[src/rtl/pc_fetch_pkg.sv]
// pc_fetch_pkg: shared fetch-stage state encoding and constants
package pc_fetch_pkg;
   typedef enum logic [1:0] {IDLE, REQ, HOLD, DROP} fetch_state_t;
   localparam int unsigned PC_INCR = 4;
   localparam logic [31:0] NOP_INSTR_DEF = 32'h0000_0000;
endpackage

[src/rtl/fetch_skid_buf.sv]
// fetch_skid_buf: one-entry {instr, pc_plus4} park for a fetch that decode could not take
module fetch_skid_buf #(
   parameter int ADDR_W = 32,
   parameter int DATA_W = 32
) (
   input  logic              clk,
   input  logic              rst_n,
   input  logic              load_i,
   input  logic              unload_i,
   input  logic              clear_i,
   input  logic [DATA_W-1:0] instr_i,
   input  logic [ADDR_W-1:0] pc_plus4_i,
   output logic              full_o,
   output logic [DATA_W-1:0] instr_o,
   output logic [ADDR_W-1:0] pc_plus4_o
);
   logic              full_q;
   logic [DATA_W-1:0] instr_q;
   logic [ADDR_W-1:0] pc_plus4_q;
   always_ff @(posedge clk or negedge rst_n) begin
      if (!rst_n) begin
         full_q     <= 1'b0;
         instr_q    <= '0;
         pc_plus4_q <= '0;
      end else begin
         full_q <= !clear_i && (load_i || (full_q && !unload_i));
         if (load_i) begin
            instr_q    <= instr_i;
            pc_plus4_q <= pc_plus4_i;
         end
      end
   end
   assign full_o     = full_q;
   assign instr_o    = instr_q;
   assign pc_plus4_o = pc_plus4_q;
endmodule

[src/rtl/pc_fetch_unit.sv]
// pc_fetch_unit: PC owner, imem req/ready fetch and IF/ID register with stall skid and redirect flush.
// Define FETCH_PERF_CNT_EN to add the perf_fetched / perf_redirects counters.
module pc_fetch_unit
   import pc_fetch_pkg::*;
#(
   parameter int                ADDR_W    = 32,
   parameter int                DATA_W    = 32,
   parameter logic [ADDR_W-1:0] RESET_PC  = '0,
   parameter logic [DATA_W-1:0] NOP_INSTR = DATA_W'(NOP_INSTR_DEF)
) (
   input  logic              clk,
   input  logic              rst_n,
   input  logic              branch_taken,
   input  logic [ADDR_W-1:0] branch_target,
   input  logic              jump,
   input  logic [ADDR_W-1:0] jump_target,
   input  logic              id_stall,
   output logic              imem_req,
   output logic [ADDR_W-1:0] imem_addr,
   input  logic              imem_ready,
   input  logic [DATA_W-1:0] imem_rdata,
   output logic              if_valid,
   output logic [DATA_W-1:0] if_instr,
   output logic [ADDR_W-1:0] if_pc_plus4
`ifdef FETCH_PERF_CNT_EN
   ,
   output logic [31:0]       perf_fetched,
   output logic [31:0]       perf_redirects
`endif
);
   fetch_state_t      state_q;
   logic [ADDR_W-1:0] pc_q, drop_addr_q, pc_plus4, req_addr, redir_tgt, skid_pc4;
   logic [DATA_W-1:0] skid_instr;
   logic              redirect, xfer, load, unload, wr_valid, skid_full;

   assign redirect  = branch_taken | jump;
   assign redir_tgt = branch_taken ? branch_target : jump_target;
   assign pc_plus4  = pc_q + ADDR_W'(PC_INCR);
   assign imem_req  = state_q == REQ || state_q == DROP;
   // a dropped request keeps presenting its original address until it completes
   assign req_addr  = state_q == DROP ? drop_addr_q : pc_q;
   assign imem_addr = req_addr & ~ADDR_W'(3);
   assign xfer      = imem_req & imem_ready;
   assign load      = !redirect && state_q == REQ && xfer && id_stall;
   assign unload    = !redirect && state_q == HOLD && skid_full && !id_stall;
   assign wr_valid  = unload || (!redirect && state_q == REQ && xfer && !id_stall);

   fetch_skid_buf #(.ADDR_W(ADDR_W), .DATA_W(DATA_W)) u_skid (
      .clk(clk), .rst_n(rst_n), .load_i(load), .unload_i(unload), .clear_i(redirect),
      .instr_i(imem_rdata), .pc_plus4_i(pc_plus4),
      .full_o(skid_full), .instr_o(skid_instr), .pc_plus4_o(skid_pc4)
   );

   always_ff @(posedge clk or negedge rst_n) begin
      if (!rst_n) begin
         state_q     <= IDLE;
         pc_q        <= RESET_PC;
         drop_addr_q <= '0;
         if_valid    <= 1'b0;
         if_instr    <= NOP_INSTR;
         if_pc_plus4 <= '0;
      end else if (redirect) begin
         pc_q     <= redir_tgt;
         if_valid <= 1'b0;
         if_instr <= NOP_INSTR;
         state_q  <= (imem_req && !xfer) ? DROP : REQ;
         if (state_q == REQ) drop_addr_q <= pc_q;
      end else begin
         if (state_q == REQ && xfer) pc_q <= pc_plus4;
         state_q <= state_q == IDLE ? REQ :
                    load ? HOLD :
                    (unload || (state_q == DROP && xfer)) ? REQ : state_q;
         // an unstalled decode consumes IF/ID every cycle, so no new data means a bubble
         if (wr_valid)
            {if_valid, if_instr, if_pc_plus4} <= unload ? {1'b1, skid_instr, skid_pc4}
                                                        : {1'b1, imem_rdata, pc_plus4};
         else if (!id_stall) begin
            if_valid <= 1'b0;
            if_instr <= NOP_INSTR;
         end
      end
   end

`ifdef FETCH_PERF_CNT_EN
   always_ff @(posedge clk or negedge rst_n) begin
      if (!rst_n) begin
         perf_fetched   <= '0;
         perf_redirects <= '0;
      end else begin
         perf_fetched   <= perf_fetched + 32'(wr_valid);
         perf_redirects <= perf_redirects + 32'(redirect);
      end
   end
`endif
endmodule

[config.mk]
export PLATFORM = sky130hd
export DESIGN_NAME = pc_fetch_unit
export DESIGN_NICKNAME = d
export VERILOG_FILES = /design/src/rtl/pc_fetch_pkg.sv /design/src/rtl/fetch_skid_buf.sv /design/src/rtl/pc_fetch_unit.sv
export SDC_FILE = /design/constraint.sdc
export NUM_CORES = 1
export LEC_CHECK = 0
export CAP_MARGIN = 20
export CORE_ASPECT_RATIO = 0.9
export CORE_MARGIN = 4
export CORE_UTILIZATION = 40
export DETAILED_ROUTE_END_ITERATION = 8
export GPL_TIMING_DRIVEN = 0
export PLACE_DENSITY = 0.65
export SLEW_MARGIN = 15
export SYNTH_ARGS = -nofsm -noshare
export SYNTH_HDL_FRONTEND = slang
export SYNTH_SLANG_ARGS = --single-unit
[constraint.sdc]
create_clock -name clk -period 5.1 [get_ports clk]
set_input_delay 1.53 -clock clk [delete_from_list [all_inputs] [get_ports clk]]
set_output_delay 1.53 -clock clk [all_outputs]
set_load 0.01 [all_outputs]
[Word-level counts from Yosys, hierarchy flattened]
Cells that the tools add are included.
Operators by class
  div/mod/pow operators: 0
  reductions and logical operators: 25
  bitwise logic cells: 3
  multiply operators: 0
  shift-type cells: 0
  magnitude comparators: 0
  $add $sub $neg: 1
  muxes and demuxes: 16
  equal/unequal tests: 4
Operator list (number)
  $mux W32: 7
  $mux W64: 1
  $add A32 B3 Y32 const B: 1
  $logic_and A1 B1 Y1: 12
  $mux W2: 5
  $eq A2 B2 Y1 const B: 2
  $logic_not A1 Y1: 4
  $logic_or A1 B1 Y1: 4
  $reduce_and A2 Y1: 2
  $reduce_bool A4 Y1: 1
  $mux W1: 3
  $ne A3 B1 Y1 const B: 1
  $eq A2 B1 Y1 const B: 1
  $logic_not A2 Y1: 1
  $reduce_bool A2 Y1: 1
  $and A1 B1 Y1: 1
  $not A1 Y1: 1
  $or A1 B1 Y1: 1
Storage, ports and cells
  ROM bits: 0
  bits in latches: 0
  memory bits (writable): 0
  memories kept: 0
  register bits: 196

[Depth between registers and ports, before layout]
Gate-level depths: netlist of run 1.
  depth after elaboration: 10
  depth in mapped cells: 8
  mapped depth without buffers: 6

[Cells and area by module]
Synthesis of run 1 repeated with hierarchy kept, for this count alone.
Unflattened totals
  cell total of the unflattened synthesis: 844
  area, all modules: 9609.2 µm²
Modules (own cells, without submodules)
  pc_fetch_unit: instances 1, area an instance 6990.5 µm², sequential area each 3228.1 µm², cells an instance 705
  fetch_skid_buf: instances 1, area an instance 2618.8 µm², sequential area each 1626.6 µm², cells an instance 139

[Worst setup path before layout of run 1]
No wires, ideal clock.
  path kind: input to register
  from: input port jump
  to: register if_pc_plus4[23]
  arrival time: 2.749 ns
  stages: 8
  slack: 2.217 ns
  buffers on the path: 3
  path through: clkbuf_8 > or2_1 > nor3_2 > buf_4 > o21ai_2 > buf_2 > a22oi_1 > o21ai_0
On the way
  word-level cells in the longest chain between the ends: 7
  elaborated cells between the ends (all ways): 12
RTL lines
  from (decl): RTL line pc_fetch_unit.sv:15  | input logic jump,
  $or A1 B1 Y1 *: RTL line pc_fetch_unit.sv:36  | assign redirect = branch_taken | jump;
  $logic_not A1 Y1: RTL line pc_fetch_unit.sv:45, pc_fetch_unit.sv:46
  $logic_and A1 B1 Y1, on equally long branches (3 in a row): RTL line pc_fetch_unit.sv:45, pc_fetch_unit.sv:46
  $logic_or A1 B1 Y1: RTL line pc_fetch_unit.sv:46  | assign wr_valid = unload || (!redirect && state_q == REQ && xfer && !id_stall);
  $reduce_and A2 Y1 (no source line)
  to (signal assigned): RTL line pc_fetch_unit.sv:75  | {if_valid, if_instr, if_pc_plus4} <= unload ? {1'b1, skid_instr, skid_pc4}
  to (decl): RTL line pc_fetch_unit.sv:24  | output logic [ADDR_W-1:0] if_pc_plus4
Mark *: on every way between the ends. The rest lies on a longest branch, timed or not.
A chain may end at the register's enable or synchronous reset.

[Worst setup path after layout of run 1]
  from: register state_q[0]
  to: output port imem_addr[31]
On the way
  word-level cells in the longest chain between the ends: 2
RTL lines
  from (decl): RTL line pc_fetch_unit.sv:31  | fetch_state_t state_q;
  from (signal assigned): RTL line pc_fetch_unit.sv:66  | state_q <= (imem_req && !xfer) ? DROP : REQ;
  from (signal assigned): RTL line pc_fetch_unit.sv:70  | state_q <= state_q == IDLE ? REQ :
  $eq A2 B2 Y1: RTL line pc_fetch_unit.sv:41  | assign req_addr = state_q == DROP ? drop_addr_q : pc_q;
  $mux W32: RTL line pc_fetch_unit.sv:41
  to (decl): RTL line pc_fetch_unit.sv:19  | output logic [ADDR_W-1:0] imem_addr,
No other way between the ends.

==> results.py, run 1 <==
metrics = {
    "status": {
        "status": "finished, final reports clean",
    },
    "clock_tree": {
        "clockBufferDepth": 2,
        "post_cts_buffers": 0,
        "ctsHoldBuffers": 0,
        "clk_pin_slew_ps": 80,
        "post_cts_resized": 0,
        "cts_tree": "built",
        "insertion_delay_ps": 430,
        "cts-root-buf": "clkbuf_16",
        "cts_made_buffers": 17,
        "cts.sinks": 194,
        "htree_levels": 4,
    },
    "logic_synthesis": {
        "yosysSeqAreaShare_pct": 52.31,
        "synth_edf_count": 0,
        "syn_area_um2": 9280,
        "synthCells": 855,
        "synth_seq_cells": 194,
        "avgSynthCellArea_um2": 10.85,
        "async_reset_ff_share_pct": 100.0,
        "synthFlopType": "dfrtp_1",
        "synthDistinctLibCells": 57,
        "yosysWarnings": 0,
    },
    "floorplanning": {
        "dieHeight_um": 152.5,
        "rows": 52,
        "coreArea_um2": 22640,
        "initial_core_util_pct": 40.99,
        "dieArea_um2": 25700,
        "io_pins": 200,
        "die_x_um": 168.6,
    },
    "drt": {
        "route.detailed.vias_per_inst": 5.297,
        "wl_per_cell_um": 18.52,
        "dr_total_vias": 7321,
        "drt-total-wl_mm": 25.60,
        "drc": 0,
        "ant_nets": 0,
        "drt_iter0_markers": 602,
        "drt_pre_antenna_iters": 4,
    },
    "cells_and_area": {
        "nets": 1176,
        "drive_above_1_share_pct": 17.88,
        "syn2layout_area_growth_pct": 32.09,
        "fillers": 2044,
        "design_area_um2": 12260,
        "n_antenna_cell": 0,
    },
    "critical_path": {
        "cp_slowest_cell": "clkbuf_1",
        "start_kind": "flop",
        "r2r-start": "pc_q[2]",
        "cp_cell_sequence": "nand2_1 -> clkbuf_1 -> mux2_2 -> clkdlybuf4s50_1",
        "cp.required_ps": 3570,
        "arrival_ps": 2520,
        "crit_start": "state_q[0]",
        "worstRegToRegCells": 6,
        "critPathCaptureType": "primary output",
        "critPathBufInv": 2,
        "critical_path_class": "reg2out",
        "slowest_delay_ps": 540,
        "rr_endpoint": "pc_q[30]",
        "reg2reg_slack_ps": 2700,
        "cp_top_family": "buffers and inverters",
        "worst-path-max-fanout": 10,
    },
    "timing": {
        "fin_crit_sh_pct": 79.39,
        "fin_setup_tns_ps": 0,
        "slew_headroom_pct": 49.36,
        "worst_pin_slew_ps": 759.6,
        "setup_viol": 0,
        "fmax_ghz": 0.2470,
        "clock_skew_ps": 13.40,
        "hold_violations": 0,
        "worst_slack_ps": 1051,
        "period_needed_ps": 4049,
        "rsz0062_at_grt": "no",
        "drv_slew": 0,
    },
    "global_routing": {
        "grt_max_degree": 100,
        "grt_pass1_wl_mm": 41.24,
        "antenna_found_initial": 1,
        "grt_usage_pct": 19.93,
        "grt_overflow": 0,
        "grt_pass1_vias": 7330,
    },
    "min_path": {
        "holdPathStages": 2,
        "min-delay-start": "u_skid.pc_plus4_o[12]",
        "hp-class": "reg2reg",
        "min_to": "u_skid.pc_plus4_o[12]",
    },
    "power": {
        "worst_ir_drop_vdd_v": 0.0002061,
        "p_leak_nw": 5.191,
        "pwr_density_cell_nw_per_um2": 363.1,
    },
    "placed_design": {
        "gp_congestion": 0.8021,
        "dp_slack_ps": 1224,
        "io_buffers": 197,
        "hpwl_mm": 18.63,
        "place_area_um2": 11660,
    },
    "job": {
        "cap_violations": 0,
    },
}
-- power by group --
part / total (W) / leakage, nW / internal (W) / switching [W]
clock: 0.00137 / 0.285 / 0.000739 / 0.000629
combinational: 0.00106 / 2.48 / 0.000599 / 0.000458
sequential: 0.00203 / 2.43 / 0.00184 / 0.000182
-- Yosys cell counts, drive strengths merged, types with 2 or more instances --
cell	instances	area, um2
and3	8	50.05
nand3b	2	18.77
o21ai	75	379.1
o31a	2	17.52
mux2i	6	60.06
nor4	7	88.83
o31ai	2	15.01
buf	42	270.3
and2	2	12.51
or3	3	20.02
dfrtp	194	4855
xnor2	11	96.34
mux2	95	1070
nor3	7	56.31
and4	2	17.52
nor2	22	85.09
nand2b	3	18.77
clkbuf	32	162.7
nand4	16	100.1
o221a	4	45.04
a21oi	24	120.1
nand3	28	170.2
inv	2	7.510
a22oi	62	465.5
xor2	41	359.1
nand2	131	494.2
o22ai	18	112.6
-- worst register-to-register path, delay by kind of cell, from the launching register on --
family / cells / cell delay [ps]
AOI/OAI and AO/OA: 1 / 140
xor gates and xnor gates: 1 / 190
adders and majority gates: 1 / 340
DFF: 1 / 520
and+or+nand+nor: 3 / 1140
-- metrics by stage --
step,utilization (%),std cells,hold slack [ps],power [W]
2_1_floorplan,-,856,450.2,0.002555
3_3_place_gp,51.35,1350,460.7,0.003091
3_5_place_dp,51.50,1351,470.5,0.003119
4_1_cts,54.14,1382,486.5,0.004499
5_1_grt,54.14,1382,500.4,0.004684
6_report,54.14,1382,482.4,0.004451
-- kinds of logic (layout without fill, tap and decap cells) --
logic type	after synthesis	after routing	synth area share (%)
compound gates	193	193	12.97
xor+xnor	52	52	4.908
fa+ha+maj	1	1	0.1348
buf+inv	77	306	4.854
flops	194	194	52.31
mux	101	101	12.17
other cells	1	2	0.04041
simple gates	236	236	12.61
-- cell type report --
cell class | count | area, um2 | area share [%]
Tap cell | 297 | 371.6 | 3.032
Multi-Input combinational cell | 585 | 3979 | 32.46
Inverter | 2 | 7.507 | 0.06124
Clock inverter | 14 | 172.7 | 1.409
Timing Repair Buffer | 198 | 2004 | 16.35
Clock buffer | 17 | 425.4 | 3.470
Buffer | 75 | 442.9 | 3.613
Sequential cell | 194 | 4855 | 39.60
-- routing by layer --
metal,GRT usage [%],routed length (um)
met3,4.903,1482
met5,0,11
met2,31.04,11710
met4,3.400,248
met1,28.82,12140
-- worst max path at each step --
stage,end,slack [ps],depth (start not counted)
CTS,imem_addr[31],1050,4
finish,imem_addr[31],1050,4
detailed placement,if_pc_plus4[13],1220,8
global placement,drop_addr_q[30],-5850,1
floorplan,if_pc_plus4[23],2220,8
global route,imem_addr[31],950,4
-- registers in the layout, indices dropped and copies added (netlist names) --
name / cells
if_pc_plus4: 32
if_valid: 1
u_skid.instr_o: 32
u_skid.pc_plus4_o: 32
pc_q: 32
if_instr: 32
state_q: 2
drop_addr_q: 30
u_skid.full_o: 1
-- layout by cell type, fill, tap and decap left out, types with 25 or more instances in the layout --
cell type / instances
dfrtp_1: 194
nand3_1: 25
xor2_1: 41
clkdlybuf4s50_1: 196
mux2_2: 94
clkbuf_1: 26
nand2_1: 130
o21ai_0: 56
a22oi_1: 62
No activity file was read; power rests on OpenSTA's default activity.
==> inputs of run 2 (changes only) <==
- PLACE_DENSITY: 0.65 -> 0.68
- clock period: 5.1 -> 3.67 ns (I/O delays scaled with it)
==> run 2 against run 1 <==
Compared with the run above:
- final area grew 0.17%
- sequential power grew 38%
- routed wire length shrank 0.77%
- die area is the same
- clock skew grew 1.2 ps
- worst hold slack is essentially flat
- critical path type unchanged
==> results.py, run 2 (synthesis gave the netlist of run 1 again) <==
metrics = {
    "clock_tree": {
        "cts.sinks": 194,
        "cts_tree": "built",
        "clockBufferDepth": 2,
        "cts-root-buf": "clkbuf_16",
        "post_cts_buffers": 0,
        "cts_made_buffers": 17,
        "htree_levels": 4,
        "clk_pin_slew_ps": 70,
        "insertion_delay_ps": 440,
    },
    "power": {
        "worst_ir_drop_vdd_v": 0.0002684,
        "total_power_w": 0.006150,
        "p_leak_nw": 5.211,
        "pwr_density_cell_nw_per_um2": 500.9,
    },
    "floorplanning": {
        "initial_core_util_pct": 40.99,
        "rows": 52,
        "coreArea_um2": 22640,
        "dieArea_um2": 25700,
        "dieHeight_um": 152.5,
        "die_x_um": 168.6,
        "io_pins": 200,
    },
    "placed_design": {
        "io_buffers": 197,
        "dp_slack_ps": 286.5,
        "hpwl_mm": 18.73,
        "gp_congestion": 0.8157,
    },
    "timing": {
        "drv_slew": 0,
        "hold_ws_ps": 482.1,
        "setup_viol": 0,
        "fin_crit_sh_pct": 96.22,
        "rsz0062_at_grt": "no",
        "clock_skew_ps": 14.63,
        "period_needed_ps": 3531,
        "worst_slack_ps": 138.7,
        "fin_setup_tns_ps": 0,
        "worst_pin_slew_ps": 736.0,
        "fmax_ghz": 0.2832,
        "slew_headroom_pct": 50.93,
        "hold_violations": 0,
    },
    "cells_and_area": {
        "syn2layout_area_growth_pct": 32.32,
        "layout_commonest_cell": "clkdlybuf4s50_1",
        "drive_above_1_share_pct": 18.12,
        "final_cell_mix": "clkdlybuf4s50_1, dfrtp_1, nand2_1",
        "regArea_um2": 4855,
        "nets": 1177,
        "multi_input_area_um2": 3979,
        "n_antenna_cell": 0,
        "fillers": 2046,
    },
    "global_routing": {
        "grt_usage_pct": 19.52,
        "grt_pass1_vias": 7285,
        "grt_pass1_wl_mm": 40.30,
        "grt_max_degree": 84,
        "grt_overflow": 0,
        "antenna_found_initial": 1,
    },
    "critical_path": {
        "rr_endpoint": "if_pc_plus4[24]",
        "cp.required_ps": 2570,
        "start_kind": "flop",
        "critical_path_class": "reg2out",
        "worstRegToRegCells": 6,
        "reg2reg_slack_ps": 1260,
        "arrival_ps": 2430,
        "critPathCaptureType": "primary output",
        "worst-path-max-fanout": 10,
        "r2r-start": "pc_q[2]",
    },
    "drt": {
        "drc": 0,
        "drt_pre_antenna_iters": 5,
        "drt_iter0_markers": 669,
        "drt-total-wl_mm": 25.40,
        "route.detailed.vias_per_inst": 5.298,
        "wl_per_cell_um": 18.35,
        "ant_nets": 0,
        "dr_total_vias": 7332,
    },
    "min_path": {
        "holdPathStages": 2,
        "min_to": "u_skid.pc_plus4_o[22]",
        "hp-class": "reg2reg",
        "min-delay-start": "u_skid.pc_plus4_o[22]",
    },
    "job": {
        "cap_violations": 0,
    },
    "status": {
        "status": "finished, final reports clean",
    },
}
[run 2: changes by cell type in the layout (fill, tap and decap cells not counted)]
cell        change
clkinv_4        +3
clkinvlp_4      -2
buf_16          +1
bufinv_16       -1
clkbuf_1        -1
clkbuf_2        +1
inv_8           +1
[run 2: metal layers]
| layer | vias to the layer above | GRT usage, % | wire length, um |
|---|---|---|---|
| met2 | 219 | 30.37 | 11750 |
| li1 | 3461 | - | - |
| met5 | - | 0 | 13 |
| met1 | 3631 | 28.51 | 11950 |
| met3 | 19 | 4.228 | 1502 |
| met4 | 2 | 3.632 | 183 |
[run 2: final cells by class]
class / instances / area share, %
plain buffers: 75 / 3.617
clock buffers: 17 / 3.464
clock inverters: 15 / 1.345
inverters: 2 / 0.06114
multi-input cells: 585 / 32.40
flip-flops and latches: 194 / 39.54
well taps: 297 / 3.026
repair buffers: 199 / 16.55
[run 2: through the flow]
stage	util [%]	instance area, um2	cells
after floorplan	-	9284	856
after global placement	51.35	11630	1350
after detailed placement	51.62	11690	1352
after CTS	54.23	12280	1384
after global routing	54.23	12280	1384
final	54.23	12280	1384
[run 2: worst max-delay path by stage]
stage                     slack, ps               to  startpoint  cells past startpoint
after global placement        -6720  drop_addr_q[30]       rst_n                      1
after floorplan                1220  if_pc_plus4[23]        jump                      8
after global routing             30    imem_addr[24]  state_q[0]                      4
after detailed placement        290  if_pc_plus4[13]        jump                      8
final                           140    imem_addr[15]  state_q[0]                      4
after CTS                        50    imem_addr[31]  state_q[0]                      4
[run 2: power breakdown]
part / total [W] / internal (W) / switching, W / leakage [nW]
Sequential: 0.00281 / 0.00256 / 0.000249 / 2.43
Combinational: 0.00148 / 0.000836 / 0.000639 / 2.49
Clock: 0.00186 / 0.000970 / 0.000895 / 0.289
Total: 0.00615 / 0.00437 / 0.00178 / 5.21
[run 2: worst max-delay path, stage by stage (launching register included)]
cell and delay [ps]:
dfrtp_1 470, nand2_1 180, clkbuf_1 450, mux2_2 400, clkdlybuf4s50_1 490
[run 2: repair_timing]
item / in CTS / in global routing
gates resized for setup: 0 / 2
hold buffers: 0 / 0
endpoints found under the setup margin: 0 / 10
==> RTL change 1, RTL diff (settings of run 2) <==
Add a define of `FETCH_PERF_CNT_EN`.
--- a/src/rtl/pc_fetch_unit.sv
+++ b/src/rtl/pc_fetch_unit.sv
@@ -1,5 +1,7 @@
 // pc_fetch_unit: PC owner, imem req/ready fetch and IF/ID register with stall skid and redirect flush.
 // Define FETCH_PERF_CNT_EN to add the perf_fetched / perf_redirects counters.
+`define FETCH_PERF_CNT_EN
+
 module pc_fetch_unit
    import pc_fetch_pkg::*;
 #(
Behaviour (old outputs only; new: perf_fetched and perf_redirects): unchanged (equiv_simple and equiv_induct, registers matched by name and starting in step).
==> RTL change 1 against run 2 <==
  * Setup slack better by 49 ps
  * Sequential cell count is 64 higher
  * Register-to-register slack worse by 540 ps
  * Cell area up 33%
  * Total power up 31%
  * Hold slack worse by 14 ps
  * Area after synthesis up 31%
  * Synthesized cell count is 42% higher
  * Combinational power grew 8%
  * Count of clock-buffer cells in the layout rose by 28
  * Wire length rose by 39%
  * Via count up 38%
  * Critical path type unchanged
==> RTL change 1: results <==
<?xml version="1.0" encoding="UTF-8"?>
<metrics>
  <group name="timing">
    <metric name="max_slew.worst_pin.slew" unit="ps">752</metric>
    <metric name="max_clock_skew" unit="ps">10.5</metric>
  </group>
  <group name="placement">
    <metric name="postPlaceCellArea" unit="sq um">15300</metric>
    <metric name="dp_hpwl" unit="um">25900</metric>
    <metric name="place.port_buffers" unit="">261</metric>
    <metric name="gp_congestion" unit="">0.873</metric>
  </group>
  <group name="finish">
    <metric name="finish.net_count" unit="">1621</metric>
    <metric name="final_layout_size_suffix_gt1_share" unit="%">12.2</metric>
  </group>
  <group name="global_route">
    <metric name="m1_gr_usage" unit="%">30.1</metric>
    <metric name="groute.layer.met2.usage" unit="%">32.8</metric>
    <metric name="grtUsageTotal" unit="%">20.7</metric>
  </group>
  <group name="routing">
    <metric name="met1Wirelength" unit="um">16100</metric>
    <metric name="met3_wl" unit="um">2130</metric>
    <metric name="drt_iter0_drc" unit="">733</metric>
    <metric name="avgRoutedWirePerCell" unit="um">18.2</metric>
    <metric name="vias" unit="">10100</metric>
  </group>
  <group name="pwr">
    <metric name="switching_component_of_the_power" unit="mW">2.17</metric>
    <metric name="ir_worst_vdd" unit="mV">0.339</metric>
  </group>
  <group name="critical_path">
    <metric name="cp.arrival" unit="ps">2380</metric>
  </group>
  <group name="synth">
    <metric name="muxShareOfSynthArea" unit="%">6.07</metric>
    <metric name="synth_xor_area_share" unit="%">7.21</metric>
    <metric name="post_synthesis_compound_gate_area_fraction" unit="%">10.2</metric>
    <metric name="synth_area_leaders" unit="">sky130_fd_sc_hd__dfrtp_1 53%, sky130_fd_sc_hd__nand2_1 8.9%, sky130_fd_sc_hd__mux2_2 5.7%, sky130_fd_sc_hd__xnor2_1 4.0%, sky130_fd_sc_hd__xor2_1 3.2%</metric>
    <metric name="yosysSeqAreaShare" unit="%">53.1</metric>
    <metric name="ys_top_cells_by_count" unit="">289 x sky130_fd_sc_hd__nand2_1, 258 x sky130_fd_sc_hd__dfrtp_1, 61 x sky130_fd_sc_hd__mux2_2, 56 x sky130_fd_sc_hd__xnor2_1, 54 x sky130_fd_sc_hd__o21ai_0</metric>
  </group>
  <group name="status">
    <metric name="result_of_the_run" unit="">completed</metric>
  </group>
  <group name="cts">
    <metric name="cts_max_path_buffers" unit="">3</metric>
    <metric name="cts.reportedPaths.clkPinSlew" unit="ps">60</metric>
    <metric name="h_tree_level_count" unit="">1</metric>
    <metric name="tritoncts.num_buffers" unit="">28</metric>
  </group>
  <group name="hold_path">
    <metric name="worstHoldStart" unit="">perf_redirects[31]</metric>
  </group>
</metrics>
RTL change 1: changes by cell type in the layout (fill, tap and decap cells not counted), moves of 14 or more:
cell	delta
sky130_fd_sc_hd__xnor2_1	+45
sky130_fd_sc_hd__a21oi_1	+25
sky130_fd_sc_hd__a22oi_1	-14
sky130_fd_sc_hd__mux2_2	-33
sky130_fd_sc_hd__clkdlybuf4s50_1	+61
sky130_fd_sc_hd__nand4_1	+16
sky130_fd_sc_hd__buf_2	+14
sky130_fd_sc_hd__nand2_1	+159
sky130_fd_sc_hd__nand3_1	+17
sky130_fd_sc_hd__dfrtp_1	+64
sky130_fd_sc_hd__o22ai_1	-14
sky130_fd_sc_hd__nor2_1	+28
RTL change 1: cell type report:
| type | count | area [sq um] |
|---|---|---|
| buffer | 82 | 400 |
| clock buffer | 45 | 886 |
| clock inverter | 4 | 72.6 |
| fill | 2646 | 13600 |
| inverter | 8 | 30.0 |
| multi-input combinational | 868 | 5300 |
| sequential | 258 | 6460 |
| tap | 403 | 504 |
| timing repair buffer | 268 | 2710 |
RTL change 1: power by group through the flow:
| stage | sequential (mW) | combinational (mW) | clock, mW |
|---|---|---|---|
| 2_1_floorplan | 3.61 | 0.707 | 0 |
| 3_3_place_gp | 3.60 | 1.58 | 0 |
| 3_5_place_dp | 3.61 | 1.61 | 0 |
| 4_1_cts | 3.57 | 1.62 | 2.96 |
| 5_1_grt | 3.62 | 1.75 | 3.08 |
| 6_report | 3.57 | 1.60 | 2.89 |
RTL change 1: logic make-up (layout without fill, tap and decap cells):
family,Yosys count,in the layout
simple gates,497,497
xor+xnor,100,100
other cells,1,2
mux,66,66
compound gates,198,198
flops,258,258
buf+inv,90,407
fa+ha+maj,5,5
RTL change 1: final timing paths:
kind | end | slack (ps) | cells past startpoint
worst max-delay path | imem_addr[5] | 190 | 4
max in group asynchronous | perf_fetched[5] | 2270 | 2
worst min register to register | perf_redirects[31] | 470 | 1
worst min-delay path | perf_redirects[31] | 470 | 1
min in group asynchronous | drop_addr_q[8] | 500 | 1
worst max register to register | perf_fetched[24] | 720 | 11
RTL change 1: timing repair:
action / 4_1_cts / 5_1_grt
buffers inserted: 1 / 4
pin swaps: 1 / 3
endpoints found under the setup margin: 59 / 14
endpoints found under the hold margin: 0 / 0
gates resized for setup: 11 / 4
RTL change 1: critical path, delay by kind of cell (launching register included):
family                 cells  cell delay (ps)
flip-flops                 1              470
multiplexers               1              390
buffers and inverters      2              800
AND/OR/NAND/NOR            1              190
RTL change 1: stage by stage:
step           worst slack [ps]  TNS [ps]  std cells
3_5_place_dp               -852    -32090       1882
3_3_place_gp              -9700  -2526090       1880
6_report                    188         0       1936
2_1_floorplan               460         0       1216
5_1_grt                    35.9         0       1936
4_1_cts                    66.5         0       1932
==> RTL change 2, RTL diff (flow settings as in run 2) <==
Made on the original files. Register the inputs `branch_target` and `jump_target` before use, without a reset. The logic sees them one clock later. The other inputs are not delayed to match.
--- a/src/rtl/pc_fetch_unit.sv
+++ b/src/rtl/pc_fetch_unit.sv
@@ -28,13 +28,22 @@
    output logic [31:0]       perf_redirects
 `endif
 );
+
+   logic [ADDR_W-1:0] branch_target_q;
+   logic [ADDR_W-1:0] jump_target_q;
+
+   always_ff @(posedge clk) begin
+      branch_target_q <= branch_target;
+      jump_target_q   <= jump_target;
+   end
+
    fetch_state_t      state_q;
    logic [ADDR_W-1:0] pc_q, drop_addr_q, pc_plus4, req_addr, redir_tgt, skid_pc4;
    logic [DATA_W-1:0] skid_instr;
    logic              redirect, xfer, load, unload, wr_valid, skid_full;
 
    assign redirect  = branch_taken | jump;
-   assign redir_tgt = branch_taken ? branch_target : jump_target;
+   assign redir_tgt = branch_taken ? branch_target_q : jump_target_q;
    assign pc_plus4  = pc_q + ADDR_W'(PC_INCR);
    assign imem_req  = state_q == REQ || state_q == DROP;
    // a dropped request keeps presenting its original address until it completes
Function: changed (a bounded check fails within 4 cycles, from zero or initial values and one cycle with rst_n low).
==> RTL change 2 against run 2 <==
  * Cell count rose by 14%
  * Die area rose by 11%
  * Setup slack got worse by 15 ps
  * Hold slack got worse by 44 ps
  * Area after synthesis rose by 12%
  * Sequential power rose by 27%
  * Register-to-register slack got worse by 50 ps
  * Wire length rose by 8.8%
  * Critical path depth rose by 1
  * Cell area rose by 12%
  * First-iteration DRC count fell by 14%
  * Total power rose by 29%
  * Sequential cell count rose by 64
==> RTL change 2: results <==
<?xml version="1.0" encoding="UTF-8"?>
<metrics>
  <group name="status">
    <metric name="result_of_the_run" unit="">completed</metric>
  </group>
  <group name="hold_path">
    <metric name="worstHoldStart" unit="">branch_target_q[7]</metric>
  </group>
  <group name="finish">
    <metric name="nClkBuffers" unit="">35</metric>
    <metric name="postLayoutCellArea" unit="sq um">13800</metric>
    <metric name="n_fill_cell" unit="">2232</metric>
    <metric name="inverters_excl_clock" unit="">5</metric>
    <metric name="final_layout_size_suffix_gt1_share" unit="%">12.6</metric>
    <metric name="non_clock_buffer_area_share" unit="%">17.2</metric>
    <metric name="finish.net_count" unit="">1314</metric>
    <metric name="clockNetworkAreaShare" unit="%">6.97</metric>
    <metric name="multi_input_cells" unit="">647</metric>
  </group>
  <group name="placement">
    <metric name="dp_hpwl" unit="um">19700</metric>
    <metric name="gp_congestion" unit="">0.851</metric>
    <metric name="postPlaceCellArea" unit="sq um">12800</metric>
  </group>
  <group name="synth">
    <metric name="synth_adder_area_share" unit="%">0.121</metric>
    <metric name="yosys_cell_types" unit="">52</metric>
    <metric name="post_synthesis_compound_gate_area_fraction" unit="%">11.5</metric>
    <metric name="ys_top_cells_by_count" unit="">235 x sky130_fd_sc_hd__nand2_1, 194 x sky130_fd_sc_hd__dfrtp_1, 64 x sky130_fd_sc_hd__dfxtp_1, 62 x sky130_fd_sc_hd__a22oi_1, 60 x sky130_fd_sc_hd__mux2_2</metric>
    <metric name="synthCells" unit="">982</metric>
    <metric name="synth_xor_area_share" unit="%">4.40</metric>
    <metric name="yosysSeqAreaShare" unit="%">59.2</metric>
  </group>
  <group name="cts">
    <metric name="h_tree_level_count" unit="">1</metric>
    <metric name="worst_skew_pair.late_latency" unit="ps">540</metric>
    <metric name="tritoncts.num_buffers" unit="">28</metric>
  </group>
  <group name="global_route">
    <metric name="grtUsageTotal" unit="%">19.1</metric>
  </group>
  <group name="critical_path">
    <metric name="regToRegSetupSlack" unit="ps">1210</metric>
    <metric name="critical_path.reg2reg.endpoint" unit="">pc_q[28]</metric>
  </group>
  <group name="timing">
    <metric name="timing.hold.ws" unit="ps">438</metric>
    <metric name="max_slew.worst_pin.slew" unit="ps">710</metric>
    <metric name="max_clock_skew" unit="ps">16.3</metric>
  </group>
  <group name="die">
    <metric name="area_of_the_core" unit="sq um">25300</metric>
    <metric name="die_w" unit="um">178</metric>
  </group>
  <group name="pwr">
    <metric name="switching_component_of_the_power" unit="mW">2.09</metric>
    <metric name="ir_worst_vdd" unit="mV">0.401</metric>
  </group>
  <group name="routing">
    <metric name="drt_iter0_drc" unit="">577</metric>
    <metric name="wirelength" unit="um">27600</metric>
    <metric name="avgRoutedWirePerCell" unit="um">17.5</metric>
  </group>
</metrics>
==> RTL change 2: cell types whose count changed after synthesis, moves of 11 or more <==
| cell | change |
|---|---|
| sky130_fd_sc_hd__dfxtp_1 | +64 |
| sky130_fd_sc_hd__nand2_1 | +105 |
| sky130_fd_sc_hd__mux2_2 | -34 |
| sky130_fd_sc_hd__xor2_1 | -12 |
| sky130_fd_sc_hd__buf_1 | +11 |
| sky130_fd_sc_hd__nor2_1 | +11 |
| sky130_fd_sc_hd__xnor2_1 | +12 |
==> RTL change 2: metal layers <==
| layer | wire length (um) | track usage, % |
|---|---|---|
| met5 | 13 | 0 |
| met4 | 529 | 4.57 |
| met3 | 1960 | 4.00 |
| met2 | 12200 | 29.0 |
| met1 | 12900 | 28.1 |
==> RTL change 2: cell families after synthesis <==
| group | Yosys count |
|---|---|
| buf+inv | 78 |
| compound gates | 192 |
| fa+ha+maj | 1 |
| other cells | 1 |
| flops | 258 |
| mux | 64 |
| simple gates | 336 |
| xor+xnor | 52 |
==> RTL change 2: critical path, stage by stage (launching register included) <==
cell and delay (ps):
sky130_fd_sc_hd__dfrtp_1 350, sky130_fd_sc_hd__clkbuf_2 170, sky130_fd_sc_hd__nand2_1 160, sky130_fd_sc_hd__clkbuf_2 330
sky130_fd_sc_hd__mux2_2 410, sky130_fd_sc_hd__clkdlybuf4s50_1 490
==> RTL change 2: power by group through the flow <==
stage                     Combinational (mW)  Clock, mW  Sequential (mW)
after floorplan                        0.696          0             3.60
after global placement                  1.48          0             3.60
after detailed placement                1.51          0             3.62
after CTS                               1.52       2.92             3.57
after global routing                    1.66       3.05             3.62
final                                   1.50       2.86             3.57
==> RTL change 2: timing repair <==
item                       4_1_cts  5_1_grt
setup endpoints to repair       30        0
setup buffers                    0        0
gates resized for setup          3        0
